<file path="src/rtl/pipe_stall_ctrl_pkg.sv">
// Shared types for the pipeline stall/redirect controller.
package pipe_stall_ctrl_pkg;

    typedef enum logic [1:0] {
        PC_RUN      = 2'd0,
        PC_REDIRECT = 2'd1,
        PC_DRAIN    = 2'd2,
        PC_HALTED   = 2'd3
    } pipe_ctrl_state_t;

    typedef struct packed {
        logic id;
        logic ex;
        logic mem;
        logic wb;
    } stage_valid_t;

    localparam int REDIRECT_CNT_W = 3;

    function automatic logic any_valid(input stage_valid_t v);
        return v.id | v.ex | v.mem | v.wb;
    endfunction

endpackage

</file>
<file path="src/rtl/pipe_perf_counter.sv">
// Free-running event counter, wraps modulo 2^PERF_W, cleared by synchronous reset.
module pipe_perf_counter #(
    parameter int PERF_W = 32
) (
    input  logic              clk,
    input  logic              reset,
    input  logic              inc,
    output logic [PERF_W-1:0] count
);

    logic [PERF_W-1:0] r_count;

    // count one event per cycle that inc is high
    always_ff @(posedge clk) begin
        if (reset) begin
            r_count <= '0;
        end else if (inc) begin
            r_count <= r_count + PERF_W'(1);
        end
    end

    assign count = r_count;

endmodule

</file>
<file path="src/rtl/pipe_stall_ctrl.sv">
// Pipeline stall/redirect controller: turns hazard, memory-stall, branch and
// trap indications into per-stage load enables and stage valid bits, and owns
// the run/redirect/drain/halt sequencing of fetch.
// Optional build macro PIPE_CTRL_PERF_EN adds four performance counters.
//
// state       | meaning
// ------------+-----------------------------------------------------------
// PC_RUN      | normal operation, fetch output accepted
// PC_REDIRECT | fetch output discarded for REDIRECT_BUBBLES cycles
// PC_DRAIN    | fetch stopped, older instructions run to completion
// PC_HALTED   | pipeline empty, everything frozen until halt_req drops
module pipe_stall_ctrl
    import pipe_stall_ctrl_pkg::*;
#(
    parameter int REDIRECT_BUBBLES = 1,
    parameter int PERF_W           = 32
) (
    input  logic clk,
    input  logic reset,
    input  logic if_inst_ready,
    input  logic data_hazard_ID,
    input  logic mem_busy,
    input  logic branch_taken_EX,
    input  logic trap_WB,
    input  logic halt_req,
    output logic id_valid,
    output logic ex_valid,
    output logic mem_valid,
    output logic wb_valid,
    output logic if_en,
    output logic id_en,
    output logic ex_en,
    output logic mem_en,
    output logic pc_redirect,
    output logic halted
`ifdef PIPE_CTRL_PERF_EN
    ,
    output logic [PERF_W-1:0] perf_cycles,
    output logic [PERF_W-1:0] perf_hazard_stalls,
    output logic [PERF_W-1:0] perf_mem_stalls,
    output logic [PERF_W-1:0] perf_flushes
`endif
);

    localparam logic [REDIRECT_CNT_W-1:0] LP_CNT_LAST = REDIRECT_CNT_W'(REDIRECT_BUBBLES - 1);

    pipe_ctrl_state_t            r_state;
    pipe_ctrl_state_t            w_state_nxt;
    logic [REDIRECT_CNT_W-1:0]   r_cnt;
    logic [REDIRECT_CNT_W-1:0]   w_cnt_nxt;
    stage_valid_t                r_valid;
    stage_valid_t                w_valid_nxt;

    logic w_fetch_ok;
    logic w_trap;
    logic w_mem_stall;
    logic w_br;
    logic w_haz;
    logic w_redirect;
    logic w_if_en;
    logic w_id_en;
    logic w_ex_en;
    logic w_mem_en;

    // Priority-qualified stall causes: each one is masked by every higher cause,
    // so at most one of them is active in a cycle.
    assign w_fetch_ok  = (r_state == PC_RUN);
    assign w_trap      = trap_WB & r_valid.wb;
    assign w_mem_stall = ~w_trap & mem_busy & r_valid.mem;
    assign w_br        = ~w_trap & ~w_mem_stall & branch_taken_EX & r_valid.ex;
    assign w_haz       = ~w_trap & ~w_mem_stall & ~w_br & data_hazard_ID & r_valid.id;
    assign w_redirect  = w_trap | w_br;

    // stage enables and next valid bits from the winning stall cause
    always_comb begin
        w_valid_nxt = r_valid;
        w_if_en     = 1'b0;
        w_id_en     = 1'b0;
        w_ex_en     = 1'b0;
        w_mem_en    = 1'b0;
        if (r_state == PC_HALTED) begin
            w_valid_nxt = r_valid;
        end else if (w_trap) begin
            {w_if_en, w_id_en, w_ex_en, w_mem_en} = 4'b1111;
            w_valid_nxt = '0;
        end else if (w_mem_stall) begin
            // younger stages freeze; WB receives a bubble
            w_valid_nxt.wb = 1'b0;
        end else if (w_br) begin
            {w_if_en, w_id_en, w_ex_en, w_mem_en} = 4'b1111;
            w_valid_nxt.id  = 1'b0;
            w_valid_nxt.ex  = 1'b0;
            w_valid_nxt.mem = 1'b1;
            w_valid_nxt.wb  = r_valid.mem;
        end else if (w_haz) begin
            // ID holds its instruction, EX takes a bubble
            w_ex_en         = 1'b1;
            w_mem_en        = 1'b1;
            w_valid_nxt.ex  = 1'b0;
            w_valid_nxt.mem = r_valid.ex;
            w_valid_nxt.wb  = r_valid.mem;
        end else begin
            {w_if_en, w_id_en, w_ex_en, w_mem_en} = 4'b1111;
            w_valid_nxt.id  = if_inst_ready & w_fetch_ok;
            w_valid_nxt.ex  = r_valid.id;
            w_valid_nxt.mem = r_valid.ex;
            w_valid_nxt.wb  = r_valid.mem;
        end
    end

    // FSM next state and redirect bubble counter
    always_comb begin
        w_state_nxt = r_state;
        w_cnt_nxt   = r_cnt;
        unique case (r_state)
            PC_RUN: begin
                if (w_redirect) begin
                    w_state_nxt = PC_REDIRECT;
                    w_cnt_nxt   = '0;
                end else if (halt_req) begin
                    w_state_nxt = PC_DRAIN;
                end
            end
            PC_REDIRECT: begin
                if (w_redirect) begin
                    w_cnt_nxt = '0;
                end else if (r_cnt == LP_CNT_LAST) begin
                    w_state_nxt = halt_req ? PC_DRAIN : PC_RUN;
                    w_cnt_nxt   = '0;
                end else begin
                    w_cnt_nxt = r_cnt + REDIRECT_CNT_W'(1);
                end
            end
            PC_DRAIN: begin
                // a redirect while draining only flushes; fetch stays stopped
                if (!w_redirect && !any_valid(r_valid)) begin
                    w_state_nxt = PC_HALTED;
                end
            end
            PC_HALTED: begin
                if (!halt_req) begin
                    w_state_nxt = PC_REDIRECT;
                    w_cnt_nxt   = '0;
                end
            end
            default: begin
                w_state_nxt = PC_RUN;
                w_cnt_nxt   = '0;
            end
        endcase
    end

    // state, bubble counter and stage valid registers
    always_ff @(posedge clk) begin
        if (reset) begin
            r_state <= PC_RUN;
            r_cnt   <= '0;
            r_valid <= '0;
        end else begin
            r_state <= w_state_nxt;
            r_cnt   <= w_cnt_nxt;
            r_valid <= w_valid_nxt;
        end
    end

    // Enables and redirect are held low while reset is asserted.
    assign if_en       = w_if_en  & ~reset;
    assign id_en       = w_id_en  & ~reset;
    assign ex_en       = w_ex_en  & ~reset;
    assign mem_en      = w_mem_en & ~reset;
    assign pc_redirect = w_redirect & ~reset;
    assign halted      = (r_state == PC_HALTED) & ~reset;

    assign id_valid  = r_valid.id;
    assign ex_valid  = r_valid.ex;
    assign mem_valid = r_valid.mem;
    assign wb_valid  = r_valid.wb;

`ifdef PIPE_CTRL_PERF_EN
    pipe_perf_counter #(.PERF_W(PERF_W)) u_perf_cycles (
        .clk   (clk),
        .reset (reset),
        .inc   (1'b1),
        .count (perf_cycles)
    );

    pipe_perf_counter #(.PERF_W(PERF_W)) u_perf_hazard (
        .clk   (clk),
        .reset (reset),
        .inc   (w_haz),
        .count (perf_hazard_stalls)
    );

    pipe_perf_counter #(.PERF_W(PERF_W)) u_perf_mem (
        .clk   (clk),
        .reset (reset),
        .inc   (w_mem_stall),
        .count (perf_mem_stalls)
    );

    pipe_perf_counter #(.PERF_W(PERF_W)) u_perf_flush (
        .clk   (clk),
        .reset (reset),
        .inc   (w_redirect),
        .count (perf_flushes)
    );
`endif

endmodule

</file>
<file path="config.mk">
export PLATFORM = sky130hd
export DESIGN_NAME = pipe_stall_ctrl
export DESIGN_NICKNAME = d
export VERILOG_FILES = /design/src/rtl/pipe_stall_ctrl_pkg.sv /design/src/rtl/pipe_perf_counter.sv /design/src/rtl/pipe_stall_ctrl.sv
export SDC_FILE = /design/constraint.sdc
export NUM_CORES = 1
export LEC_CHECK = 0
export BUFFER_PORTS_ARGS = -buffer_cell sky130_fd_sc_hd__buf_4
export CORE_MARGIN = 5
export CORE_UTILIZATION = 41
export CTS_BUF_LIST = sky130_fd_sc_hd__clkbuf_8
export CTS_CLUSTER_DIAMETER = 40
export DETAILED_ROUTE_END_ITERATION = 8
export PLACE_DENSITY = 0.69
export SETUP_SLACK_MARGIN = 0.3
export SYNTH_ARGS = -nofsm -noshare
export SYNTH_HDL_FRONTEND = slang
export SYNTH_SLANG_ARGS = --single-unit
</file>
<file path="constraint.sdc">
create_clock -name clk -period 4.6 [get_ports clk]
set_input_delay 1.38 -clock clk [delete_from_list [all_inputs] [get_ports clk]]
set_output_delay 1.38 -clock clk [all_outputs]
set_load 0.05 [all_outputs]
</file>
Word-level counts from Yosys, hierarchy flattened:

Cells that the tools add are included.
Widths: inputs -> output; s select.

* $add $sub $neg: 1
* $mul: 0
* divide/modulo/power cells: 0
* $lt $le $gt $ge: 0
* equal/unequal tests: 11
* shift-type cells: 0
* mux-type cells: 27
* bitwise gates (word level): 23
* reductions and logical operators: 10

Operators by type and width (count)
* $mux 3: 6
* $and 1x1->1: 14
* $mux 2: 7
* $mux 1: 10
* $ne 2x2->1 const B: 5
* $pmux 3 s3: 1
* $mux 4: 2
* $pmux 2 s4: 1
* $reduce_and 3->1: 2
* $not 1->1: 5
* $reduce_and 5->1: 1
* $eq 2x2->1 const B: 2
* $or 1x1->1: 4
* $add 3x1->3 const B: 1
* $logic_not 3->1: 1
* $ne 3x2->1 const B: 1
* $ne 3x3->1 const B: 1
* $reduce_bool 3->1: 1
* $eq 2x1->1 const B: 1
* $logic_not 1->1: 2
* $logic_not 2->1: 1
* $ne 2x1->1 const B: 1
* $reduce_and 2->1: 1
* $logic_and 1x1->1: 1

* bits in registers: 9
* latch bits: 0
* RAM bits: 0
* memory bits (read-only): 0
* bits of input ports: 8
* memories kept: 0

Logic depth before layout (Yosys ltp):

* word-level depth: 18
* mapped depth: 6
* gate-level depth less buffers: 6

Worst setup path after synthesis:

Ideal clock, no wire load.

* kind: input to output
* start: in trap_WB
* end: out if_en
* arrival: 3.246 ns
* data required time: 3.220 ns
* setup slack: -0.026 ns
* cell stages on the path: 5
* path buffers: 1
* cells stage by stage: and2_2 > o21ai_1 > nor2_1 > o21a_1 > buf_4

* longest elaborated chain between the ends: 18

RTL lines
* start, declared: line pipe_stall_ctrl.sv:24 `input logic trap_WB,`
* $and 1x1->1 *: line pipe_stall_ctrl.sv:68 `assign w_trap = trap_WB & r_valid.wb;`
* $not 1->1: line pipe_stall_ctrl.sv:69, pipe_stall_ctrl.sv:70, pipe_stall_ctrl.sv:71
* $and 1x1->1 (2 in a row): line pipe_stall_ctrl.sv:69 `assign w_mem_stall = ~w_trap & mem_busy & r_valid.mem;`
* $not 1->1: line pipe_stall_ctrl.sv:70, pipe_stall_ctrl.sv:71
* $and 1x1->1: line pipe_stall_ctrl.sv:70, pipe_stall_ctrl.sv:71
* $and 1x1->1 (2 in a row): line pipe_stall_ctrl.sv:70 `assign w_br = ~w_trap & ~w_mem_stall & branch_taken_EX & r_valid.ex;`
* $not 1->1: line pipe_stall_ctrl.sv:71 `assign w_haz = ~w_trap & ~w_mem_stall & ~w_br & data_hazard_ID & r_valid.id;`
* $and 1x1->1 (3 in a row): line pipe_stall_ctrl.sv:71
* $mux 1 (3 in a row)
* $mux 1 * (2 in a row)
* $and 1x1->1 *
* end, declared: line pipe_stall_ctrl.sv:30 `output logic if_en,`

Mark *: on every way between the ends. The rest lies on a longest branch, timed or not.

Worst setup path after layout:

* start: in trap_WB
* end: out if_en

* longest elaborated chain between the ends: 18

RTL lines
* $and 1x1->1 *: line pipe_stall_ctrl.sv:68
* $not 1->1: line pipe_stall_ctrl.sv:69, pipe_stall_ctrl.sv:70, pipe_stall_ctrl.sv:71
* $and 1x1->1 (2 in a row): line pipe_stall_ctrl.sv:69
* $not 1->1: line pipe_stall_ctrl.sv:70, pipe_stall_ctrl.sv:71
* $and 1x1->1: line pipe_stall_ctrl.sv:70, pipe_stall_ctrl.sv:71
* $and 1x1->1 (2 in a row): line pipe_stall_ctrl.sv:70
* $not 1->1: line pipe_stall_ctrl.sv:71
* $and 1x1->1 (3 in a row): line pipe_stall_ctrl.sv:71
* $mux 1: line pipe_stall_ctrl.sv:95 `end else if (w_haz) begin`
* $mux 1: line pipe_stall_ctrl.sv:89 `end else if (w_br) begin`
* $mux 1: line pipe_stall_ctrl.sv:86 `end else if (w_mem_stall) begin`
* $mux 1 *: line pipe_stall_ctrl.sv:83 `end else if (w_trap) begin`
* $mux 1 *: line pipe_stall_ctrl.sv:81 `if (r_state == PC_HALTED) begin`
* $and 1x1->1 *: line pipe_stall_ctrl.sv:167 `assign if_en = w_if_en & ~reset;`

Marked as above.

==> metrics.csv <==
stage;metric;value;unit
status;status;finished clean;
hold_path;hp-class;reg2reg;
routing;antenna_left;0;
global_routing;grt_start_max_net_pins;13;
yosys;yosys-top-cells-area;dfxtp_1 (30%), a21oi_1 (7.6%), nand2_1 (5.1%);
clocking;cts.sinks;9;
global_routing;antenna_found_initial;0;
cells_and_area;post-route-util;0.572;
worst_setup_path;cp-start-kind;input port;
clocking;ctsResizeCount;0;
routing;vias_per_cell;5.57;
yosys;synth_area;592;um^2
global_routing;grt_pass1_vias;525;
clocking;h-tree-depth;1;
yosys;synthCells;76;
placed_design;placed_cells;103;
routing;wl;1.35;mm
cells_and_area;areaGrowthSynthToFinish;29.0;%
pwr;p_leak;0.305;nW
floorplan;start_util;0.444;
clocking;clockBufferDepth;2;
floorplan;chipHeight;48.0;um
yosys;ys_async_sr_fraction;0;
routing;routed-via-count;596;
cells_and_area;fillers;141;
timing;fin_crit_sh;0.845;
floorplan;core;0.00133;mm^2
clocking;hold_buffers;0;
yosys;yosys_warnings;0;
global_routing;grt_busiest_layer;met2;
yosys;synth_cell_type_count;31;
routing;detail_route.wl_per_cell;12.6;um
cells_and_area;diodes;0;
pwr;vdd_drop_max;0.160;mV
worst_setup_path;arrival;2.51;ns
global_routing;grt_use_total;0.137;
timing;hold_violations;0;
global_routing;grt_overflow_total;0;
worst_setup_path;path_class;in2out;
yosys;yosys.area.top_type;dfxtp_1;
global_routing;met2_usage;0.219;
floorplan;io_pins;18;
timing;slew_violations;0;
timing;worst_pin_slew;0.499;ns
placed_design;portBuffers;17;
cells_and_area;final_nets;103;
yosys;synth-seq-area-share;0.304;
routing;drt_iter0_drc;12;
yosys;syn_avg_cell_area;7.79;um^2
yosys;yosys_most_used_dff;dfxtp_1;
timing;fmax;257;MHz
timing;slew_headroom;0.665;
yosys;synth_common_cells;a21oi_1 (9), dfxtp_1 (9), nand2_1 (8);
floorplan;die-area;0.00230;mm^2
routing;first_pass_iters;4;
worst_setup_path;required;3.22;ns
global_routing;grt_pass1_wl;2.20;mm
floorplan;std_cell_rows;13;
global_routing;grtUsageMet3;0.0338;
worst_setup_path;crit_fanout;5;
timing;finalSetupTns;0;ns
worst_setup_path;end_kind;primary output;
routing;drc;0;
timing;period_needed;3.89;ns
clocking;clk_pin_slew;0.04;ns
cells_and_area;drive_above_1_share;0.293;
yosys;synth_edf_count;0;
clocking;cts-root-buf;clkbuf_8;
clocking;clkLatencyLatePin;0.24;ns
timing;worst_clock_skew;0.00271;ns
timing;setup_viol_count_final;0;
timing;rsz0062_at_grt;no;
clocking;cts_setup_buffers;0;
pwr;cellPowerDensity;313;mW/mm^2
run;max-cap-violations;0;
floorplan;fp.dieW;48.0;um
yosys;synth_top_area_share;0.304;
pwr;total_power;0.239;mW
global_routing;use_met1;0.171;
placed_design;place_ws;0.713;ns
yosys;ys_ff_latch;9;
clocking;numCtsBuffers;3;
clocking;cts_tree;built;
timing;setup_slack;0.713;ns
yosys;synth_nets;86;
placed_design;place_congestion;0.708;
cells_and_area;stdcell_count;107;
placed_design;dp.final_hpwl;1.02;mm
worst paths after layout:
check                  start       end  slack [ns]  depth (start not counted)
setup / recovery     trap_WB     if_en        0.71                          6
hold / removal      r_cnt[1]  r_cnt[1]        0.50                          2
setup reg to reg  r_state[1]  ex_valid        3.18                          4
hold reg to reg     r_cnt[1]  r_cnt[1]        0.50                          2
kinds of logic after synthesis:
family,after synthesis,synth area share
simple gates,31,0.302
buf+inv,10,0.0782
compound gates,24,0.273
flops,9,0.304
fa+ha+maj,2,0.0423
sequential cells by signal, summed over array words and instances, names as in the netlist:
signal and count:
ex_valid 1, r_state 2, mem_valid 1, r_cnt 3, wb_valid 1, id_valid 1
cell type report:
class                      instances  area (um^2)  area share
clock buffer                       3         41.3      0.0541
timing repair buffer              17          128       0.167
clock inverter                     1         3.75     0.00492
tap                               15         18.8      0.0246
inverter                           5         18.8      0.0246
sequential                         9          180       0.236
multi-input combinational         57          373       0.489
stage by stage:
| step | hold slack, ns | instance area (um^2) |
|---|---|---|
| 2_1_floorplan | 0.466 | 599 |
| 3_3_place_gp | 0.507 | 718 |
| 3_5_place_dp | 0.504 | 718 |
| 4_1_cts | 0.511 | 763 |
| 5_1_grt | 0.549 | 763 |
| 6_report | 0.504 | 763 |
critical path: stages:
cell	delay [ns]
buf_4	0.11
and2_2	0.21
o21ai_1	0.43
nor2_4	0.06
o21a_1	0.13
buf_4	0.19
metal layers:
metal | up-vias | wire length, um
met1 | 279 | 642
li1 | 301 | -
met5 | - | 0
met2 | 11 | 637
met3 | 5 | 44
met4 | 0 | 25
placed cells by master (no fill, tap or decap), drive strengths merged:
cell type  instances
a211oi             1
a21o               1
a21oi              9
a31o               1
a31oi              1
a32oi              2
and2               3
buf               17
clkbuf             3
dfxtp              9
ha                 2
inv                6
nand2              9
nand2b             2
nand3              2
nand4              2
nand4b             1
nand4bb            1
nor2               5
nor2b              2
nor3               2
nor4               1
nor4b              1
o21a               2
o21ai              6
o2bb2ai            1
power breakdown:
part,internal [mW],switching [mW]
Combinational,0.0217,0.0361
Clock,0.0583,0.0331
Sequential,0.0824,0.00719
(Power assumes the default switching activity.)
